<file path="config.mk">
export PLATFORM = sky130hd
export DESIGN_NAME = imem_port_arbiter
export DESIGN_NICKNAME = d
export VERILOG_FILES = /design/src/rtl/imem_port_arbiter.sv
export SDC_FILE = /design/constraint.sdc
export NUM_CORES = 1
export LEC_CHECK = 0
export ABC_CLOCK_PERIOD_IN_PS = 1900
export BUFFER_PORTS_ARGS = -buffer_cell sky130_fd_sc_hd__buf_4
export CELL_PAD_IN_SITES_DETAIL_PLACEMENT = 0
export CELL_PAD_IN_SITES_GLOBAL_PLACEMENT = 1
export CORE_ASPECT_RATIO = 0.5
export CORE_MARGIN = 2
export CORE_UTILIZATION = 26
export CTS_BUF_LIST = sky130_fd_sc_hd__clkbuf_4
export DETAILED_ROUTE_END_ITERATION = 6
export PLACE_DENSITY = 0.89
export SKIP_LAST_GASP = 1
export SLEW_MARGIN = 20
export SYNTH_ARGS = -nofsm -noshare
export SYNTH_HDL_FRONTEND = slang
export SYNTH_SLANG_ARGS = --single-unit
</file>
<file path="constraint.sdc">
create_clock -name clk -period 1.9 [get_ports clk]
set_input_delay 0 -clock clk [delete_from_list [all_inputs] [get_ports clk]]
set_output_delay 0 -clock clk [all_outputs]
set_load 0.02 [all_outputs]
</file>
<file path="src/rtl/imem_port_arbiter.sv">
// Two-requester arbiter for the single combinational instruction-ROM read port.
// DS has priority; a saturating wait counter forces an IF grant after MAX_WAIT losses.
module imem_port_arbiter #(
   parameter int BITS     = 32,
   parameter int WIDTH    = 32,
   parameter int DEPTH    = 8192,
   parameter int MAX_WAIT = 4
) (
   input  logic             clk,
   input  logic             rst_n,
   input  logic             if_req,
   input  logic [BITS-1:0]  if_addr,
   output logic             if_gnt,
   output logic             if_rvalid,
   output logic [WIDTH-1:0] if_rdata,
   output logic             if_err,
   input  logic             ds_req,
   input  logic [BITS-1:0]  ds_addr,
   output logic             ds_gnt,
   output logic             ds_rvalid,
   output logic [WIDTH-1:0] ds_rdata,
   output logic             ds_err,
   output logic [BITS-1:0]  mem_addr,
   input  logic [WIDTH-1:0] mem_dout
);

   localparam int CW = $clog2(MAX_WAIT + 1);
   localparam logic [CW-1:0]   WAIT_MAX  = CW'(MAX_WAIT);
   localparam logic [BITS-1:0] DEPTH_LIM = BITS'(DEPTH);

   typedef enum logic {OWN_IF = 1'b0, OWN_DS = 1'b1} owner_t;

   logic [CW-1:0]   wait_cnt;
   logic            force_if;
   logic            any_gnt_p0;
   logic [BITS-1:0] addr_p0;
   logic            err_p0;
   owner_t          owner_p1;
   logic            err_p1;
   logic            vld_p1;

   function automatic logic addr_fault(input logic [BITS-1:0] addr);
      logic [BITS-1:0] word_idx;
      word_idx = {2'b00, addr[BITS-1:2]};
      return (addr[1:0] != 2'b00) || (word_idx >= DEPTH_LIM);
   endfunction

   // Stage p0: combinational arbitration; grants are held low while in reset
   always_comb begin
      force_if   = (wait_cnt == WAIT_MAX);
      ds_gnt     = rst_n & ds_req & ~force_if;
      if_gnt     = rst_n & if_req & (~ds_req | force_if);
      any_gnt_p0 = if_gnt | ds_gnt;
      addr_p0    = if_gnt ? if_addr : ds_addr;
      err_p0     = addr_fault(addr_p0);
   end

   always_ff @(posedge clk or negedge rst_n) begin
      if (!rst_n) begin
         wait_cnt <= '0;
      end else if (!if_req || if_gnt) begin
         wait_cnt <= '0;
      end else if (wait_cnt != WAIT_MAX) begin
         wait_cnt <= wait_cnt + 1'b1;
      end
   end

   // Stage p1: granted address drives the ROM, response returns next cycle
   always_ff @(posedge clk or negedge rst_n) begin
      if (!rst_n) begin
         mem_addr <= '0;
         owner_p1 <= OWN_IF;
         err_p1   <= 1'b0;
         vld_p1   <= 1'b0;
      end else begin
         vld_p1 <= any_gnt_p0;
         if (any_gnt_p0) begin
            mem_addr <= addr_p0;
            owner_p1 <= if_gnt ? OWN_IF : OWN_DS;
            err_p1   <= err_p0;
         end
      end
   end

   always_comb begin
      if_rvalid = vld_p1 && (owner_p1 == OWN_IF);
      ds_rvalid = vld_p1 && (owner_p1 == OWN_DS);
      if_err    = if_rvalid & err_p1;
      ds_err    = ds_rvalid & err_p1;
      if_rdata  = (if_rvalid && !err_p1) ? mem_dout : '0;
      ds_rdata  = (ds_rvalid && !err_p1) ? mem_dout : '0;
   end

endmodule

</file>
* Word-level counts from Yosys, hierarchy flattened
Index checks and enable logic that the tools add are counted.
Storage, ports and cells: bits in read-only memories 0, memories 0, bits in registers 38, bits in latches 0, output and inout port bits 102, word-level logic and storage cells 36, bits in writable memories 0
Cells by class: bitwise logic cells 11, order comparisons 1, shift-type cells 0, multiplexer cells 6, div/mod/pow operators 0, add/sub/neg operators 1, $mul 0, reductions and logical operators 10, equality and inequality tests 2
Operators by type and width (number):
- 2-to-1 mux 32 bit | 3
- greater-or-equal comparator 30 x 14 -> 1 bit, second input constant | 1
- bitwise AND 1 bit | 6
- 2-to-1 mux 3 bit | 2
- logical AND 1 bit | 4
- nonzero test 2 bit | 2
- adder 3 x 1 -> 3 bit, second input constant | 1
- equality test 3 bit, second input constant | 1
- inequality test 3 bit, second input constant | 1
- inverter 1 bit | 3
- logical NOT 1 bit | 2
- logical OR 1 bit | 2
- OR 1 bit | 2
- 2-to-1 mux 1 bit | 1

* Logic depth before layout (Yosys ltp)
word-level depth 6, mapped depth 8, depth with buffers taken out 6

* Least setup slack after synthesis
No wires, ideal clock.
kind flip-flop to flip-flop, start register wait_cnt[0], end register mem_addr[10], setup time 127 ps, required time 1773 ps, cell stages (with the launch flop) 8, arrival 1543 ps, slack 230 ps, path buffers 1, cells stage by stage dfrtp_1 > inv_1 > ha_1 > a21boi_4 > nor2_4 > buf_2 > a222oi_1 > inv_1
On the way: word-level cells in the longest chain between the ends 4, elaborated cells between the ends (all ways) 7, those cells by class eq/ne (1); mux (1); bitwise (5)
Ends and longest elaborated chain:
- from (decl) | RTL line 33 | logic [CW-1:0] wait_cnt;
- from (signal assigned) | RTL line 64 | wait_cnt <= wait_cnt + 1'b1;
- equality test 3 bit * | RTL line 50 | force_if = (wait_cnt == WAIT_MAX);
- OR 1 bit * | RTL line 52 | if_gnt = rst_n & if_req & (~ds_req | force_if);
- bitwise AND 1 bit * | RTL line 52
- named net if_gnt | RTL line 13 | output logic if_gnt,
- 2-to-1 mux 32 bit or OR 1 bit (tied branches) | RTL line 54, 53
- to (signal assigned) | RTL line 78 | mem_addr <= addr_p0;
- to (decl) | RTL line 23 | output logic [BITS-1:0] mem_addr,
The timed path passes the listed nets; every way through them passes the cells marked *. A chain may end at the register's enable or synchronous reset.

* Final worst setup path
start register wait_cnt[0], end register mem_addr[10]
On the way: word-level cells in the longest chain between the ends 4, elaborated cells between the ends (all ways) 7, those cells by class eq/ne (1); mux (1); bitwise (5)
Ends and longest elaborated chain (RTL line):
- equality test 3 bit * | 50
- OR 1 bit or inverter 1 bit (tied branches) | 52, 51
- bitwise AND 1 bit (on tied branches) | 52, 51
- 2-to-1 mux 32 bit or OR 1 bit (tied branches) | 54, 53
Every way passes the cells marked *; elsewhere a longest branch is shown, timed or not.

==> reports/results.txt <==
run status = finished, violations left
violated checks = design-rule violations
number of buffers created by CTS = 5
Post-Route Skew = 0.00919 ns
Clock Sink Count = 38
share of flip-flops with an asynchronous set or reset after synthesis = 100%
Detailed Route WL = 9.09 mm
setup repair after global routing missed its margin = no
CP Class = flip-flop to flip-flop
Worst Setup Start Kind = flip-flop
Post-Syn Nets = 350
Mapped Avg Cell Area = 9.15 sq um
Area growth, synth to finish = 104%
fraction of layout cells with a size suffix above 1 = 43.8%
total DRC errors in the routed layout = 14
global-route wire length before repair = 13.7 mm
r2r setup slk = 0.11 ns
die area = 0.00954 sq mm
maximum fanout count along the critical path = 14
routability cong. = 0.862
Leak = 2.37 nW
final setup violating endpoints = 0
average wire per standard cell = 14.4 um
clock tree buffer depth = 2
clock root buffer master = clkbuf_4
FF-to-FF Start = wait_cnt[0]$_DFFE_PN0P_
Reg clk slew, reported paths = 0.11 ns
Final Instance Area = 0.00463 sq mm
H-tree levels = 2
number of warning messages in the yosys log = 0
nets@finish = 617
worst slew slack as a fraction of its limit = 74.0%
antenna violations before repair = 0
starting utilization of the core area = 26.4%
Placement Rows = 24
worst-margin pin slew = 0.387 ns
clock latency on the worst-skew pair = 0.33 ns
TNS Setup = 0 ns
number of nets with antenna violations after routing = 0
Detailed Routing Iterations Pass 1 = 7
Boundary Pins = 202
I/O Buffers = 201
drt first-iter violations = 209
largest net degree at the start of global routing = 33
CTS tree = yes
Register-to-Register Path Depth = 7
number of global-route vias before repair = 2717
reg2reg end = mem_addr[10]$_DFFE_PN0P_
Cells on Worst Hold Path = 3
period utilization = 94.3%
clock period minus final worst setup slack = 1.79 ns
worst endpoint required time = 2.12 ns
overall routing resource usage = 18.2%
kind of end point of the critical path = flip-flop
max-capacitance violation count = 0
post-detailed-placement cell area = 0.00391 sq mm
final-report hold violation count = 0
standard cell core area = 0.00859 sq mm
FMAX = 0.558 GHz
worst endpoint data arrival time = 2.01 ns
antenna cell count = 0
areal power density over the cells = 524 mW/mm^2
total number of vias = 2872
end point of the most critical hold path = mem_addr[16]$_DFFE_PN0P_
sequential share of the synthesized area = 41.9%
die extent in y = 70.1 um
max-slew violations = 0
Die X = 136 um
most instantiated flip-flop cell in the synthesis netlist = dfrtp_1
flip-flop and latch count after synthesis = 38
DP Wirelength = 6.38 mm
peak ir drop on the vdd network = 0.243 mV
EDFF count, synth = 0
cell area after synthesis = 0.00227 sq mm
Mapped Cells = 248
startpoint of the lowest-slack hold path = if_addr[16]
type of the most critical hold path = primary input to flip-flop
mean number of vias per cell = 4.54
number of distinct library cells after synthesis = 28
GRT Residual Overflow = 0
-- final cells by class --
cell class                 instances  area [sq um]
fill                             714          3950
timing repair buffer             276          2250
multi-input combinational        179          1170
sequential                        38           951
tap                              117           146
inverter                          15          56.3
clock buffer                       6          45.0
clock inverter                     2          8.76
-- routing by layer --
metal	wire, um	part of all wire (%)	global-route usage (%)
met1	3240	36	20.0
met3	688	7.6	3.49
met4	193	2.1	5.79
met5	0	0	0
met2	4970	55	35.2
-- what timing repair did --
item,4_1_cts,5_1_grt
hold endpoints to repair,69,0
setup endpoints to repair,0,10
gates resized for setup,0,1
setup buffers,0,6
hold buffers,62,0
-- worst max path at each step --
stage	slack [ns]	endpoint	from	cells after the start
floorplan	0.23	mem_addr[10]$_DFFE_PN0P_	wait_cnt[0]$_DFFE_PN0P_	7
global placement	0.20	mem_addr[16]$_DFFE_PN0P_	wait_cnt[0]$_DFFE_PN0P_	6
detailed placement	0.10	mem_addr[11]$_DFFE_PN0P_	wait_cnt[0]$_DFFE_PN0P_	7
CTS	0.08	ds_gnt	wait_cnt[0]$_DFFE_PN0P_	5
global route	0.01	mem_addr[7]$_DFFE_PN0P_	wait_cnt[0]$_DFFE_PN0P_	7
finish	0.11	mem_addr[10]$_DFFE_PN0P_	wait_cnt[0]$_DFFE_PN0P_	7
-- Yosys cell counts (4+ instances only) --
cell	instances	area, sq um
mux2i_1	19	190
buf_6	4	45.0
dfrtp_1	38	951
a222oi_1	12	120
inv_1	15	56.3
buf_2	5	25.0
o21ai_1	18	90.1
clkbuf_1	6	22.5
nor3_1	4	20.0
nor4_1	9	56.3
nand2_1	27	101
and2_1	66	413
-- logic make-up after synthesis --
kind of cell             synth area share [%]
multiplexers                             8.38
flip-flops                               41.9
XOR/XNOR                                0.386
adder cells (fa/ha/maj)                  1.10
AND/OR/NAND/NOR                          29.2
buffers and inverters                    6.78
AO/OA/AOI/OAI                            12.3
-- power by group --
group	internal, mW	switching [mW]	leakage, nW
Sequential	0.916	0.0723	0.469
Combinational	0.535	0.508	1.87
Clock	0.153	0.242	0.0331
Total	1.60	0.823	2.37
-- layout by cell type, fill, tap and decap left out, types with 2 or more instances in the layout --
cell             n
a222oi_1        12
and2_1          66
buf_12           2
buf_4          212
clkbuf_4         6
dfrtp_1         38
dlygate4sd3_1   62
inv_1           15
mux2i_1         19
nand2_1         27
nand3_1          3
nor2_1           3
nor2b_1          3
nor3_1           4
nor4_1           9
o21ai_0          3
o21ai_1         18
-- metrics by stage --
step                hold WS, ns  utilization (%)  power, mW  worst slack [ns]  std cells
finish                  0.00814             54.0       2.43             0.109        633
CTS                     0.00555             53.4       2.42            0.0765        627
global placement        -0.0717             45.6       1.90             0.198        557
floorplan                -0.296                -       1.42             0.230        248
detailed placement      -0.0705             45.6       1.92             0.104        557
global route             0.0307             54.0       2.55            0.0132        633
-- worst max-delay path, stage by stage (launching register included) --
cell and delay [ns]:
dfrtp_1 0.40, inv_1 0.06, ha_2 0.22, a21boi_4 0.27, nor2_4 0.08, buf_4 0.19
a222oi_1 0.38, inv_1 0.08
-- state kept, by name, summed over array words and instances, names as in the netlist --
signal,cells
mem_addr,32
err_p1,1
wait_cnt,3
vld_p1,1
owner_p1,1
Power figures use the tool's default switching activity.
